### src/rtl/mux_reg_arbiter_if.sv
// Request/grant/data bundle between requesters and the shared-register arbiter.
// q_par exists only when MUXREG_PARITY_EN is defined.
interface mux_reg_arbiter_if #(
   parameter int WIDTH = 8,
   parameter int NREQ  = 4
);
   logic [NREQ-1:0]       req;
   logic [NREQ*WIDTH-1:0] wdata;
   logic [NREQ-1:0]       sel;
   logic [NREQ-1:0]       ack;
   logic [WIDTH-1:0]      q;
   logic [2:0]            owner;
   logic                  busy;
`ifdef MUXREG_PARITY_EN
   logic                  q_par;

   modport master (output req, wdata, input sel, ack, q, owner, busy, q_par);
   modport slave  (input req, wdata, output sel, ack, q, owner, busy, q_par);
`else
   modport master (output req, wdata, input sel, ack, q, owner, busy);
   modport slave  (input req, wdata, output sel, ack, q, owner, busy);
`endif
endinterface

### src/rtl/mux_reg_arbiter.sv
// Round-robin arbiter writing one shared register; IDLE->GRANT->LOAD->ACK, q updates 2 edges after req.
// One write in flight, no backpressure beyond req holding; MUXREG_PARITY_EN adds registered odd parity q_par.
module mux_reg_arbiter #(
   parameter int WIDTH = 8,
   parameter int NREQ  = 4
) (
   input  logic              clk,
   input  logic              rst_n,
   mux_reg_arbiter_if.slave  bus
);

   localparam logic [1:0] IDLE  = 2'd0;
   localparam logic [1:0] GRANT = 2'd1;
   localparam logic [1:0] LOAD  = 2'd2;
   localparam logic [1:0] ACK   = 2'd3;

   logic [1:0]       state_q, state_d;
   logic [NREQ-1:0]  sel_q, sel_d;
   logic [NREQ-1:0]  ack_q, ack_d;
   logic [WIDTH-1:0] q_q, q_d;
   logic [2:0]       owner_q, owner_d;
   logic [2:0]       ptr_q, ptr_d;
   logic [2:0]       win_q, win_d;

   logic [7:0]       req8;
   logic             win_found;
   logic [2:0]       win_idx;
   logic [2:0]       idx;
   logic [WIDTH-1:0] slot;

   // Zero-extended so any 3-bit index is in range for every legal NREQ.
   assign req8 = 8'(bus.req);

   // Search starts just after the last completed winner and wraps modulo NREQ.
   always_comb begin
      win_found = 1'b0;
      win_idx   = '0;
      idx       = '0;
      for (int off = 1; off <= NREQ; off++) begin
         idx = 3'((int'(ptr_q) + off) % NREQ);
         if (!win_found && req8[idx]) begin
            win_found = 1'b1;
            win_idx   = idx;
         end
      end
   end

   always_comb begin
      slot = '0;
      for (int i = 0; i < NREQ; i++) begin
         if (3'(i) == win_q) slot = bus.wdata[i*WIDTH +: WIDTH];
      end
   end

   always_comb begin
      state_d = state_q;
      sel_d   = sel_q;
      ack_d   = '0;
      q_d     = q_q;
      owner_d = owner_q;
      ptr_d   = ptr_q;
      win_d   = win_q;
      case (state_q)
         IDLE: begin
            if (win_found) begin
               state_d = GRANT;
               sel_d   = NREQ'(1) << win_idx;
               win_d   = win_idx;
            end
         end
         GRANT: begin
            if (req8[win_q]) begin
               state_d = LOAD;
            end else begin
               state_d = IDLE;
               sel_d   = '0;
            end
         end
         LOAD: begin
            state_d = ACK;
            q_d     = slot;
            owner_d = win_q;
            ptr_d   = win_q;
            ack_d   = sel_q;
            sel_d   = '0;
         end
         default: begin
            state_d = IDLE;
            sel_d   = '0;
         end
      endcase
   end

   always_ff @(posedge clk or negedge rst_n) begin
      if (!rst_n) begin
         state_q <= IDLE;
         sel_q   <= '0;
         ack_q   <= '0;
         q_q     <= '0;
         owner_q <= '0;
         ptr_q   <= 3'(NREQ - 1);
         win_q   <= '0;
      end else begin
         state_q <= state_d;
         sel_q   <= sel_d;
         ack_q   <= ack_d;
         q_q     <= q_d;
         owner_q <= owner_d;
         ptr_q   <= ptr_d;
         win_q   <= win_d;
      end
   end

   assign bus.sel   = sel_q;
   assign bus.ack   = ack_q;
   assign bus.q     = q_q;
   assign bus.owner = owner_q;
   assign bus.busy  = (state_q != IDLE);

`ifdef MUXREG_PARITY_EN
   logic q_par_q;

   // Odd parity: q_par makes the total count of ones across {q, q_par} odd.
   always_ff @(posedge clk or negedge rst_n) begin
      if (!rst_n)             q_par_q <= 1'b1;
      else if (state_q == LOAD) q_par_q <= ~^slot;
   end

   assign bus.q_par = q_par_q;
`endif

endmodule

### src/flat_wrapper.sv
// flat-port wrapper written by rule: the top's interface ports become plain ports
module mux_reg_arbiter_flat 
#(
   parameter int WIDTH = 8,
   parameter int NREQ  = 4
)
  (clk, rst_n, bus_req, bus_wdata, bus_sel, bus_ack, bus_q, bus_owner, bus_busy);
  mux_reg_arbiter_if #(.WIDTH(WIDTH), .NREQ(NREQ)) bus_i ();
  input  logic clk;
  input  logic rst_n;
  input wire logic [$bits(bus_i.req)-1:0] bus_req;
  input wire logic [$bits(bus_i.wdata)-1:0] bus_wdata;
  output wire logic [$bits(bus_i.sel)-1:0] bus_sel;
  output wire logic [$bits(bus_i.ack)-1:0] bus_ack;
  output wire logic [$bits(bus_i.q)-1:0] bus_q;
  output wire logic [$bits(bus_i.owner)-1:0] bus_owner;
  output wire logic [$bits(bus_i.busy)-1:0] bus_busy;
  assign bus_i.req = bus_req;
  assign bus_i.wdata = bus_wdata;
  assign bus_sel = bus_i.sel;
  assign bus_ack = bus_i.ack;
  assign bus_q = bus_i.q;
  assign bus_owner = bus_i.owner;
  assign bus_busy = bus_i.busy;
  mux_reg_arbiter #(.WIDTH(WIDTH), .NREQ(NREQ)) u_core (.clk(clk), .rst_n(rst_n), .bus(bus_i));
endmodule
### config.mk
export PLATFORM = sky130hd
export DESIGN_NAME = mux_reg_arbiter_flat
export DESIGN_NICKNAME = d
export VERILOG_FILES = /design/src/rtl/mux_reg_arbiter_if.sv /design/src/rtl/mux_reg_arbiter.sv /design/src/flat_wrapper.sv
export SDC_FILE = /design/constraint.sdc
export NUM_CORES = 1
export LEC_CHECK = 0
export ABC_AREA = 1
export CAP_MARGIN = 20
export CORE_MARGIN = 2
export CORE_UTILIZATION = 46
export CTS_CLUSTER_SIZE = 12
export DETAILED_ROUTE_END_ITERATION = 8
export GPL_TIMING_DRIVEN = 0
export PLACE_DENSITY = 0.83
export SETUP_SLACK_MARGIN = 0.1
export SYNTH_ARGS = -nofsm -noshare
export SYNTH_HDL_FRONTEND = slang
export SYNTH_SLANG_ARGS = --single-unit
### constraint.sdc
create_clock -name clk -period 3.69 [get_ports clk]
set_input_delay 0.738 -clock clk [delete_from_list [all_inputs] [get_ports clk]]
set_output_delay 0.738 -clock clk [all_outputs]
set_load 0.01 [all_outputs]
# Word level (Yosys, flattened, before mapping)
# Index checks and enable logic that the tools add are counted.
[totals]
wordCells = 72
output_inout_bits = 20
regBits = 26
inputBits = 38
[op_classes]
magnitude_cmp = 5
n_eq_ne = 7
addsub = 4
n_shift = 1
mux = 29
reduce_logical = 15
bitwise = 4
[ops]
columns = ["op", "n"]
rows = [
  ["$mux W8", 4],
  ["$lt A3 B4 Y1 const B", 5],
  ["$bmux W1 S3", 5],
  ["$mux W3", 4],
  ["$mux W4", 3],
  ["$mux W1", 9],
  ["$pmux W4 S2", 1],
  ["$reduce_or A2 Y1", 4],
  ["$eq A2 B3 Y1 const A", 2],
  ["$pmux W2 S3", 1],
  ["$add A2 B1 Y2 const B", 2],
  ["$add A2 B2 Y2 const B", 2],
  ["$and A1 B1 Y1 const A", 4],
  ["$mux W2", 2],
  ["$reduce_and A2 Y1", 2],
  ["$shl A1 B3 Y4 const A", 1],
  ["$eq A1 B3 Y1 const A", 1],
  ["$logic_and A1 B1 Y1", 3],
  ["$logic_not A1 Y1", 3],
  ["$logic_not A3 Y1", 1],
  ["$eq A2 B1 Y1 const B", 1],
  ["$eq A2 B2 Y1 const B", 1],
  ["$logic_not A2 Y1", 1],
  ["$ne A2 B1 Y1 const B", 1],
  ["other kinds (2)", 2],
]

# Logic depth before layout (Yosys ltp)
[depth]
word_depth = 18
mapped_depth = 13
mapped_depth_nobuf = 12

# Least setup slack after synthesis
# No wires, ideal clock.
[synth_timing]
path_kind = "input-to-reg"
startpoint = "input bus_req[2]"
endpoint = "register u_core.sel_q[3], in the netlist u_core.bus.sel[3]"
arrival_time_ps = 1434
setup_ps = 116
slack_ps = 2140
cell_stages = 10
path_buffers = 0
required_time_ps = 3574
path_cell_list = "nand2_1 > nand2_1 > nand2_2 > nand2_4 > nor2_4 > nand2_1 > nand2_4 > inv_2 > nand2_1 > nand2_1"
[synth_via]
elab_chain_cells = 15
[synth_lines]
columns = ["element", "line", "rtl"]
rows = [
  ["start, declared", "flat_wrapper.sv:11", "input wire logic [$bits(bus_i.req)-1:0] bus_req;"],
  ["$bmux W1 S3", "mux_reg_arbiter.sv:41", "if (!win_found && req8[idx]) begin"],
  ["$mux W1 (implied by the code)", "mux_reg_arbiter.sv:41", ""],
  ["$mux W1", "mux_reg_arbiter.sv:41", ""],
  ["$logic_not A1 Y1", "mux_reg_arbiter.sv:41", ""],
  ["$logic_and A1 B1 Y1", "mux_reg_arbiter.sv:41", ""],
  ["$mux W1", "mux_reg_arbiter.sv:41", ""],
  ["$logic_not A1 Y1", "mux_reg_arbiter.sv:41", ""],
  ["$logic_and A1 B1 Y1", "mux_reg_arbiter.sv:41", ""],
  ["$mux W1", "mux_reg_arbiter.sv:41", ""],
  ["$logic_not A1 Y1", "mux_reg_arbiter.sv:41", ""],
  ["$logic_and A1 B1 Y1", "mux_reg_arbiter.sv:41", ""],
  ["$mux W3", "mux_reg_arbiter.sv:41", ""],
  ["$shl A1 B3 Y4", "mux_reg_arbiter.sv:67", "sel_d = NREQ'(1) << win_idx;"],
  ["$mux W4", "mux_reg_arbiter.sv:65", "if (win_found) begin"],
  ["$pmux W4 S2", "mux_reg_arbiter.sv:63", "case (state_q)"],
  ["end signal, assigned", "mux_reg_arbiter.sv:105", "sel_q <= sel_d;"],
  ["end, declared", "mux_reg_arbiter.sv:18", "logic [NREQ-1:0] sel_q, sel_d;"],
]
# Parallel ways exist; a longest one is shown, timed or not. The select of a mux whose other input is x is not followed.
# A chain may end at the register's enable or synchronous reset.

# Final worst setup path
[layout_timing]
startpoint = "register u_core.state_q[0]"
endpoint = "output bus_busy"
[layout_via]
elab_chain_cells = 1
[layout_lines]
columns = ["element", "line", "rtl"]
rows = [
  ["start, declared", "mux_reg_arbiter.sv:17", "logic [1:0] state_q, state_d;"],
  ["start signal, assigned", "mux_reg_arbiter.sv:104", "state_q <= state_d;"],
  ["$reduce_bool A2 Y1", "mux_reg_arbiter.sv:118", "assign bus.busy = (state_q != IDLE);"],
  ["end, declared", "flat_wrapper.sv:17", "output wire logic [$bits(bus_i.busy)-1:0] bus_busy;"],
]
# Every way passes these cells.

==> reports/qor.yml <==
status: "complete, no violations"
period_share: 0.636
ys.flop_type: "dfrtp_1"
io_pins: 58
grt_pass1_wl_um: 5580
grt_overflow: 0
hold_buffers: 0
worstPathMaxFanout: 4
vdd_drop_max_mv: 0.418
cp.required_ps: 2950
die_area_um2: 3630
synth_edf_count: 0
cap_violations: 0
cts-root-buf: "clkbuf_4"
power_uw: 1670
pwr_density_cell_nw_per_um2: 783
drt_wl_total_um: 3440
antenna_found_initial: 0
crit_slowest_cell: "clkdlybuf4s50_1"
power_frac_seq: 0.259
area_growth_pct: 46.6
syn-num-nets: 235
clkTransAtPathRegs_ps: 140
fmax_ghz: 0.426
postSynth.asyncResetShare: 1.00
clkPwrFrac: 0.115
utilization: 0.706
most-common-layout-cells: "nand2_1 (76), clkdlybuf4s50_1 (56), dfrtp_1 (22)"
vias_per_cell: 4.86
cts-resized-gates: 0
nNetsFinal: 297
syn_avg_cell_area_um2: 7.40
rows: 20
final-setup-viol-count: 0
startpoint_type: "flip-flop"
endpoint_kind: "primary output"
worstPathArrival_ps: 1610
die_h_um: 60.3
path_cells: "nor2_1 -> inv_1 -> clkdlybuf4s50_1"
layout_commonest_cell: "nand2_1"
internal_power_uw: 912
yosys.area_share.simple: 0.362
final_max_slew_viol_count: 0
cts_buffers: 3
ant_nets: 0
cp_slowest_stage_delay_ps: 490
drt_pass1_iterations: 4
diodes: 0
grt_max_degree: 25
grt_pass1_vias: 1310
place_congestion: 0.842
synth-xor-area-share: 0
start_util: 0.481
syn-cell-area_um2: 1460
synthCells: 197
fin_crit_ps: 2350
fin_tns_setup_ps: 0
yosys_warnings: 0
p_sw_frac: 0.455
synthMuxAreaShare: 0
drt_iter0_markers: 55
fp.dieW_um: 60.3
synth_cell_types: 28
synth_compound_area_frac: 0.142
worst_slack_ps: 1340
cts_sinks: 24
switching_power_uw: 761
ys_seq_area_frac: 0.414
synth_fa_ha_area_frac: 0
place_worst_setup_slack_ps: 1500
ys_ff_latch: 24
wl_per_cell_um: 11.4
core-area_um2: 3030
clock_skew_ps: 4.54
synth_top_family_by_area: "simple AND/OR/NAND/NOR gates"
vias: 1469
cts_setup_buffers: 0
drc: 0
rsz0062_at_grt: "no"
pwr-share-comb: 0.626
cts_tree: "done"
grtUsageTotal: 0.201
drive_above_1_share: 0.159
port_buffers: 56
timing.final.hold_violations: 0
cts_max_level: 1
hp-class: "reg -> reg"
clk_latency_ps: 320
cts_buffer_depth: 2
dp_hpwl_um: 2730
path_class: "reg -> out"
p_leak_uw: 0.00102
layer usage:
metal	up-vias	GRT usage	wire length [um]
met2	54	0.370	1750
li1	750	-	-
met5	-	0	0
met4	0	0.0381	25
met1	661	0.245	1480
met3	4	0.0325	186
registers in the layout (all words and copies together) (netlist names):
signal            flops
u_core.ptr_q          2
u_core.bus.ack        4
u_core.win_q          2
u_core.bus.sel        4
u_core.state_q        2
u_core.bus.owner      2
u_core.bus.q          8
kinds of logic (layout without fill, tap and decap cells):
| group | Yosys count | after routing |
|---|---|---|
| and+or+nand+nor | 115 | 115 |
| buffers and inverters | 26 | 87 |
| DFF | 24 | 24 |
| AOI/OAI and AO/OA | 31 | 31 |
| other | 1 | 1 |
synth_stat cells, types with 2 or more instances:
cell,instances,share of area
dfrtp_1,22,0.38
clkbuf_1,2,0.0052
nand2_2,14,0.060
nand2_1,76,0.20
dfstp_2,2,0.036
a221oi_1,5,0.030
nor2_2,4,0.017
inv_2,3,0.0077
a21oi_1,4,0.014
o21ai_0,9,0.031
nand2_4,3,0.023
nor2_4,2,0.015
nand3_1,6,0.021
inv_1,17,0.044
nor2_1,9,0.023
a22o_1,3,0.018
a31oi_1,3,0.013
o21ai_2,3,0.018
worst max-delay path, delay by kind of cell (launching register included):
| kind | cells | cell delay, ps |
|---|---|---|
| flops | 1 | 430 |
| buf+inv | 2 | 610 |
| simple gates | 1 | 250 |
path summary, 6_finish.rpt:
path	end	cells past startpoint	start	slack (ps)
max	bus_busy	3	u_core.state_q[0]	1340
min	u_core.bus.owner[0]	2	u_core.bus.owner[0]	490
max reg2reg	u_core.bus.sel[1]	10	u_core.ptr_q[0]	2050
min reg2reg	u_core.bus.owner[0]	2	u_core.bus.owner[0]	490
max in group asynchronous	u_core.ptr_q[1]	2	rst_n	2430
min in group asynchronous	u_core.bus.ack[3]	1	rst_n	700
cell type report:
class                           count  area, um^2
Fill cell                         257         891
Multi-Input combinational cell    147         739
Sequential cell                    24         603
Timing Repair Buffer               57         572
Inverter                           21        83.8
Tap cell                           44        55.1
Buffer                              5        31.3
Clock inverter                      1        30.0
Clock buffer                        3        22.5
per-stage QoR:
stage                     area [um^2]  hold slack (ps)  cells
after CTS                        2130              490    301
after global routing             2140              535    302
after global placement           2070              458    297
after floorplan                  1460              442    197
after detailed placement         2070              457    297
final                            2140              486    302
power by group through the flow:
stage / logic (uW) / registers, uW / clock network (uW)
3_5_place_dp: 1050 / 437 / 0
2_1_floorplan: 697 / 459 / 0
6_report: 1050 / 433 / 192
5_1_grt: 1170 / 446 / 202
4_1_cts: 1060 / 433 / 194
3_3_place_gp: 1030 / 435 / 0
Power figures use the tool's default switching activity.
